[config.mk]
export PLATFORM = sky130hd
export DESIGN_NAME = dmem_stage
export DESIGN_NICKNAME = d
export VERILOG_FILES = /design/src/rtl/dmem_stage.sv
export SDC_FILE = /design/constraint.sdc
export NUM_CORES = 1
export LEC_CHECK = 0
export BUFFER_PORTS_ARGS = -buffer_cell sky130_fd_sc_hd__buf_2
export CAP_MARGIN = 20
export CORE_UTILIZATION = 25
export DETAILED_ROUTE_END_ITERATION = 16
export PLACE_DENSITY_LB_ADDON = 0.15
export SYNTH_ARGS = -nofsm -noshare
export SYNTH_HDL_FRONTEND = slang
export SYNTH_SLANG_ARGS = --single-unit
[constraint.sdc]
create_clock -name clk_i -period 3.56 [get_ports clk_i]
set_clock_uncertainty 0.05 [all_clocks]
set_input_delay 0.178 -clock clk_i [delete_from_list [all_inputs] [get_ports clk_i]]
set_output_delay 0.178 -clock clk_i [all_outputs]
set_load 0.01 [all_outputs]
[src/rtl/dmem_stage.sv]
// MEM-stage data memory interface: issues one request per load/store, stalls the
// pipeline until ack or timeout, and presents load data to the MEM/WB register.
`timescale 1ns/1ps
module dmem_stage #(
    parameter int unsigned TIMEOUT = 255
) (
    input  logic        clk_i,
    input  logic        rst_i,
    input  logic        memread_i,
    input  logic        memwrite_i,
    input  logic        memtoreg_i,
    input  logic        regwrite_i,
    input  logic [31:0] addr_i,
    input  logic [31:0] wdata_i,
    input  logic [4:0]  RD_i,
    output logic        mem_req_o,
    output logic        mem_we_o,
    output logic [31:0] mem_addr_o,
    output logic [31:0] mem_wdata_o,
    input  logic        mem_ack_i,
    input  logic [31:0] mem_rdata_i,
    output logic        stall_o,
    output logic [31:0] data_o,
    output logic [31:0] result_o,
    output logic [4:0]  RD_o,
    output logic        memtoreg_o,
    output logic        regwrite_o,
    output logic        err_o
);

    typedef enum logic [1:0] {IDLE, BUSY, DONE} state_t;

    state_t      state, state_nxt;
    logic [7:0]  cnt;
    logic [31:0] ldata;
    logic        op, misaligned, start, timeout;

    assign op         = memread_i | memwrite_i;
    assign misaligned = op & (addr_i[1:0] != 2'b00);
    assign start      = (state == IDLE) & op & ~misaligned;
    assign timeout    = (cnt == 8'(TIMEOUT - 1));

    // State register
    always_ff @(posedge clk_i or posedge rst_i) begin
        if (rst_i) state <= IDLE;
        else       state <= state_nxt;
    end

    // Next-state logic; acks outside BUSY are ignored
    always_comb begin
        state_nxt = state;
        case (state)
            IDLE:    if (start) state_nxt = BUSY;
            BUSY:    if (mem_ack_i || timeout) state_nxt = DONE;
            DONE:    state_nxt = IDLE;
            default: state_nxt = IDLE;
        endcase
    end

    // Output logic
    always_comb begin
        stall_o = 1'b0;
        data_o  = 32'h0;
        case (state)
            IDLE:    stall_o = op & ~misaligned;
            BUSY:    stall_o = 1'b1;
            DONE:    data_o  = ldata;
            default: stall_o = 1'b0;
        endcase
    end

    // Request registers, wait counter, load data and sticky error
    always_ff @(posedge clk_i or posedge rst_i) begin
        if (rst_i) begin
            mem_req_o   <= 1'b0;
            mem_we_o    <= 1'b0;
            mem_addr_o  <= 32'h0;
            mem_wdata_o <= 32'h0;
            cnt         <= 8'h0;
            ldata       <= 32'h0;
            err_o       <= 1'b0;
        end else begin
            case (state)
                IDLE: begin
                    if (start) begin
                        mem_addr_o  <= addr_i;
                        mem_wdata_o <= wdata_i;
                        mem_we_o    <= memwrite_i;
                        mem_req_o   <= 1'b1;
                        cnt         <= 8'h0;
                    end
                    if (misaligned) err_o <= 1'b1;
                end
                BUSY: begin
                    // ack wins over a coincident timeout
                    if (mem_ack_i) begin
                        ldata     <= mem_we_o ? 32'h0 : mem_rdata_i;
                        mem_req_o <= 1'b0;
                    end else if (timeout) begin
                        ldata     <= 32'h0;
                        mem_req_o <= 1'b0;
                        err_o     <= 1'b1;
                    end else begin
                        cnt <= cnt + 8'd1;
                    end
                end
                default: ;
            endcase
        end
    end

    assign result_o   = addr_i;
    assign RD_o       = RD_i;
    assign memtoreg_o = memtoreg_i;
    assign regwrite_o = regwrite_i & ~stall_o & ~misaligned;

endmodule

==> results.ini, run 1 <==
[setup_path]
crit_buf_inv = 2
worstSetupPathType = flip-flop to flip-flop
cp_common_cell = buf_4
worstReg2RegStart = state[1]$_DFFE_PP0P_
crit_chain = nor4_2, o21ai_4, buf_4, buf_4, mux2_2
critPathTopFamily = buffers and inverters
cp_slowest_cell = buf_4
cp-startpoint = state[1]$_DFFE_PP0P_
arrival_ns = 2.46
cp-end-kind = flip-flop
crit_fanout = 27
startpoint_type = flip-flop
cp.required_ns = 3.73
slowest_delay_ns = 0.48

[synth]
synth_seq_cells = 109
yosysSeqAreaShare = 0.572
synth.net_count = 462
synth_cells = 352
synth.distinct_cells = 36
yosys_warnings = 0
syn-mean-instance-area_um2 = 13.5
synth_area_mm2 = 0.00476

[sta]
fmax_mhz = 436
whs_ns = -0.0409
rsz0062_at_grt = false
min_period_ns = 2.29
setup_viol = 0
finalCritPeriodShare = 0.644
tightest_slew_ns = 0.893
tns_ns = 0
hold_viol_final = 34
slew-limit-headroom = 0.402
slew_violations = 0
setup_slack_ns = 1.27

[cells_and_area]
num_antenna_cells = 0
layout_common_cells = buf_2 (234), dfrtp_1 (109), mux2_2 (57)
mostFrequentLayoutCell = buf_2
fin_nets = 713
drive_above_1_share = 0.541
area_growth_pct = 41.3

[floorplanning]
dieHeight_um = 140
dieWidth_um = 140
rows = 50
start_util = 0.255
core_area_mm2 = 0.0187
io_pins = 247
dieArea_mm2 = 0.0196

[place]
post-place-ws_ns = 1.06
port_buffers = 234
post-dp-hpwl_um = 8320
gp_congestion = 0.727

[pwr]
power_frac_comb = 0.263
power.leakage_uw = 0.00339
ir_drop_v = 0.000278
p_sw_uw = 1110
seq_power_share = 0.470
power_frac_clock = 0.267
power.internal_uw = 2630
p_sw_frac = 0.297
power_density_mw_per_mm2 = 556

[drt]
routed-via-count = 3603
routed_wl_um = 11900
drt_drc_violations_left = 0
drt_first_pass_iters = 4
via_per_inst = 4.28
avgRoutedWirePerCell_um = 14.1
first_iter_violations = 161
ant_nets = 0

[clock_tree]
cts_tree = built
numClockSinks = 109
worstSkewPairLatency_ns = 0.34
clk_pin_slew_ns = 0.08
clock_path_buffers = 2
htreeDepth = 3
cts_root_buf = clkbuf_16
cts_resized = 0
numCtsBuffers = 9

[outcome]
status = finished, violations left
violations = negative hold slack

[grt]
grt_pass1_wl_um = 19500
grt_most_used_layer = met2
met3_usage = 0.0270
grt.met2_usage = 0.224
overflow = 0
antenna_found_initial = 0
track_usage = 0.126
grt_start_max_net_pins = 69
use_met1 = 0.150
grt_pass1_vias = 3723

[run]
maxCapViolCount = 0

[worst_hold_path]
hold_path.class = input pin to asynchronous set/reset pin

==> cells in the mapped netlist (all sizes together) <==
| cell | count | share of area |
|---|---|---|
| dfrtp | 109 | 0.57 |
| mux2 | 63 | 0.15 |
| buf | 51 | 0.083 |
| and2 | 34 | 0.045 |
| a22o | 32 | 0.059 |
| nand3 | 8 | 0.0095 |
| a21oi | 6 | 0.0063 |
| inv | 6 | 0.0047 |
| nand2 | 6 | 0.0063 |
| nor3 | 4 | 0.0063 |
| o21ai | 4 | 0.0058 |
| a31oi | 3 | 0.0039 |
| clkbuf | 3 | 0.0024 |
| nor2 | 3 | 0.0024 |
| o21a | 3 | 0.0047 |
| a41oi | 2 | 0.0037 |
| and2b | 2 | 0.0037 |
| ha | 2 | 0.0053 |
| o311ai | 2 | 0.0074 |
| a2bb2oi | 1 | 0.0018 |
| and3 | 1 | 0.0013 |
| nor2b | 1 | 0.0013 |
| nor4 | 1 | 0.0026 |
| o21bai | 1 | 0.0016 |
| o22ai | 1 | 0.0013 |
| o311a | 1 | 0.0021 |
| o41ai | 1 | 0.0018 |
| or2b | 1 | 0.0016 |
==> worst paths after layout <==
| check | to | slack (ns) | cells after the start |
|---|---|---|---|
| max | mem_addr_o[10]$_DFFE_PP0P_ | 1.27 | 5 |
| min | mem_addr_o[8]$_DFFE_PP0P_ | -0.04 | 2 |
| max reg2reg | mem_addr_o[10]$_DFFE_PP0P_ | 1.27 | 5 |
| min reg2reg | err_o$_DFFE_PP0P_ | 0.44 | 1 |
| max in group asynchronous | mem_wdata_o[0]$_DFFE_PP0P_ | 2.74 | 3 |
| min in group clk_i | ldata[6]$_DFFE_PP0P_ | 0.02 | 2 |
==> what timing repair did <==
action,4_1_cts,5_1_grt
setup endpoints to repair,0,0
hold endpoints to repair,53,2
setup buffers,0,0
hold buffers,53,2
==> through the flow <==
stage,area (um2),cells,power [uW],util
3_3_place_gp,5890,771,2710,0.315
5_1_grt,6730,842,3990,0.360
4_1_cts,6710,840,3800,0.359
3_5_place_dp,5890,771,2730,0.315
6_report,6730,842,3740,0.360
2_1_floorplan,4760,352,2340,-
==> per-layer routing <==
layer	share of wire	vias up
li1	-	1703
met1	0.43	1772
met2	0.52	115
met3	0.037	13
met4	0.016	0
met5	0	-
==> cells by family after synthesis <==
family | Yosys count | synth area share
mux | 63 | 0.154
flops | 109 | 0.572
simple gates | 61 | 0.0796
compound gates | 57 | 0.0993
fa+ha+maj | 2 | 0.00525
buf+inv | 60 | 0.0898
==> power groups by stage <==
stage	Sequential [uW]	Combinational [uW]	Clock, uW
after floorplan	1860	482	0
after global placement	1770	938	0
after detailed placement	1780	956	0
after CTS	1760	1000	1040
after global routing	1810	1080	1100
final	1760	982	1000
==> registers in the layout (all words and copies together), names as in the netlist <==
name         cells
cnt              8
err_o            1
ldata           32
mem_addr_o      32
mem_req_o        1
mem_wdata_o     32
mem_we_o         1
state            2
==> cell type report <==
type	instances	area (um2)
Inverter	6	25.0
Fill cell	1878	12000
Multi-Input combinational cell	183	1620
Clock buffer	10	239
Sequential cell	109	2730
Clock inverter	6	51.3
Timing Repair Buffer	294	1770
Tap cell	234	293
(Power assumes the default switching activity.)
==> inputs of run 2 (changes only) <==
ABC_AREA = 1   (was not set)
clock period = 2 ns   (was 3.56 ns; I/O delays follow)
==> results.ini, run 2 <==
[outcome]
status = completed

[setup_path]
critPathCapture = regwrite_o
reg2reg_setup_slack_ns = 0.40
crit_fanout = 8
arrival_ns = 1.68
reg2regPathDepth = 8
worstReg2RegStart = cnt[0]$_DFFE_PP0P_
r2r-end = ldata[1]$_DFFE_PP0P_
worstSetupPathType = input pin to primary output
cp-startpoint = memwrite_i
startpoint_type = input pin
cp.required_ns = 1.85
cp-end-kind = primary output

[pwr]
power_frac_comb = 0.280
power.leakage_uw = 0.00401
p_sw_uw = 2190
ir_drop_v = 0.000399
power_frac_clock = 0.267
seq_power_share = 0.453
power.internal_uw = 4440
finalPower_uw = 6630
power_density_mw_per_mm2 = 892
p_sw_frac = 0.331

[sta]
fmax_mhz = 547
setup_slack_ns = 0.173
rsz0062_at_grt = false
hold_viol_final = 0
finalCritPeriodShare = 0.914
setup_viol = 0
tns_ns = 0
min_period_ns = 1.83
slew-limit-headroom = 0.731
tightest_slew_ns = 0.399
slew_violations = 0

[cells_and_area]
num_antenna_cells = 0
fin_nets = 989
fillers = 2003
finalInstanceArea_mm2 = 0.00744
fin_cells = 1149
area_growth_pct = 49.5
layout_common_cells = buf_2 (234), nand2_1 (227), dfrtp_1 (109)
mostFrequentLayoutCell = buf_2
drive_above_1_share = 0.331
reg.largest.list = ldata x32, mem_addr_o x32, mem_wdata_o x32

[synth]
synth_area_mm2 = 0.00497
syn-mean-instance-area_um2 = 8.44
synth_cells = 589
yosys_warnings = 0
ys_top_cells_by_count = nand2_1 (227), dfrtp_1 (109), nor2_1 (47)
yosysSeqAreaShare = 0.548
async_flop_share = 1.00
synth-edff-count = 0
synthFlopType = dfrtp_1
synth_top_area_frac = 0.548
post-synth-top-count-cell = nand2_1
synth.distinct_cells = 24
synth_largest_area_cell = dfrtp_1
synth.net_count = 699
synthTopCellsByArea = dfrtp_1 (55%), nand2_1 (17%), buf_4 (6.8%)
synth_seq_cells = 109

[place]
gp_congestion = 0.714
port_buffers = 234
dp.cells = 1036
placed_area_mm2 = 0.00618
post-dp-hpwl_um = 9130
post-place-ws_ns = 0.394

[clock_tree]
worstSkewPairLatency_ns = 0.35
numCtsBuffers = 9
htreeDepth = 3
clock_path_buffers = 2
cts_root_buf = clkbuf_16
cts_tree = built
numClockSinks = 109
cts_resized = 0

[drt]
drt_drc_violations_left = 0
first_iter_violations = 177
avgRoutedWirePerCell_um = 12.4
drt_first_pass_iters = 4
routed-via-count = 4586
via_per_inst = 3.99
ant_nets = 0
routed_wl_um = 14300

[grt]
antenna_found_initial = 0
overflow = 0
grt_pass1_wl_um = 22800
track_usage = 0.143
grt_pass1_vias = 4580
grt_start_max_net_pins = 64

[floorplanning]
dieArea_mm2 = 0.0205
dieHeight_um = 143
rows = 51
start_util = 0.256
core_area_mm2 = 0.0195
io_pins = 247
dieWidth_um = 143

[worst_hold_path]
hp-start = RD_i[2]
hold_path.class = input pin to primary output

[run]
maxCapViolCount = 0

## run 2: cell types whose count changed after synthesis, sizes merged, moves of 32 or more
cell	delta
nor2	+46
nand2	+224
mux2	-63
o21ai	+34
nand3	+34
and2	-34
a22o	-32
inv	+43
## run 2: cell families (layout without fill, tap and decap cells)
logic type               Yosys count  in the layout  synth area share
AND/OR/NAND/NOR                  324            324             0.262
AO/OA/AOI/OAI                     41             41            0.0586
flip-flops                       109            109             0.548
buffers and inverters            113            408             0.126
adder cells (fa/ha/maj)            2              2           0.00503
## run 2: layout make-up
cell class,instances,area (um2),share of cell area
Multi-Input combinational cell,367,1620,0.218
Tap cell,265,332,0.0446
Sequential cell,109,2730,0.367
Timing Repair Buffer,343,2280,0.307
Clock inverter,7,60.1,0.00808
Inverter,49,188,0.0252
Clock buffer,9,225,0.0303
## run 2: per-stage QoR
step / util / hold slack [ns]
detailed placement: 0.318 / 0.0224
global placement: 0.318 / 0.0158
floorplan: - / 0.160
global route: 0.382 / 0.150
finish: 0.382 / 0.150
CTS: 0.382 / 0.150
## run 2: how the worst min path moves through the flow
stage	to	depth (start not counted)	slack (ns)
after floorplan	mem_addr_o[10]$_DFFE_PP0P_	2	0.16
after global placement	mem_addr_o[3]$_DFFE_PP0P_	2	0.02
after detailed placement	mem_addr_o[3]$_DFFE_PP0P_	2	0.02
after CTS	RD_o[0]	0	0.15
after global routing	RD_o[2]	0	0.15
final	RD_o[2]	0	0.15
## run 2: layer usage
metal  routed length [um]  GRT usage
met1                 6790      0.188
met2                 6390      0.228
met5                    0          0
met3                  935     0.0345
met4                  168     0.0475
## run 2: repair_timing
| action | in CTS | in global routing |
|---|---|---|
| setup buffers | 0 | 0 |
| endpoints found under the hold margin | 205 | 0 |
| hold buffers | 97 | 0 |
## run 2: critical path: stages
cell and delay (ns):
dlygate4sd3_1 0.54, buf_2 0.13, or2_1 0.27, nand4_1 0.11
buf_4 0.19, nand2_1 0.12, nor2_1 0.10, buf_2 0.13
## run 2: power by group through the flow
stage	sequential (uW)	clock (uW)	combinational, uW
floorplan	3180	0	908
global placement	3040	0	1740
detailed placement	3030	0	1750
CTS	3000	1850	1890
global route	3070	1950	2090
finish	3000	1770	1860
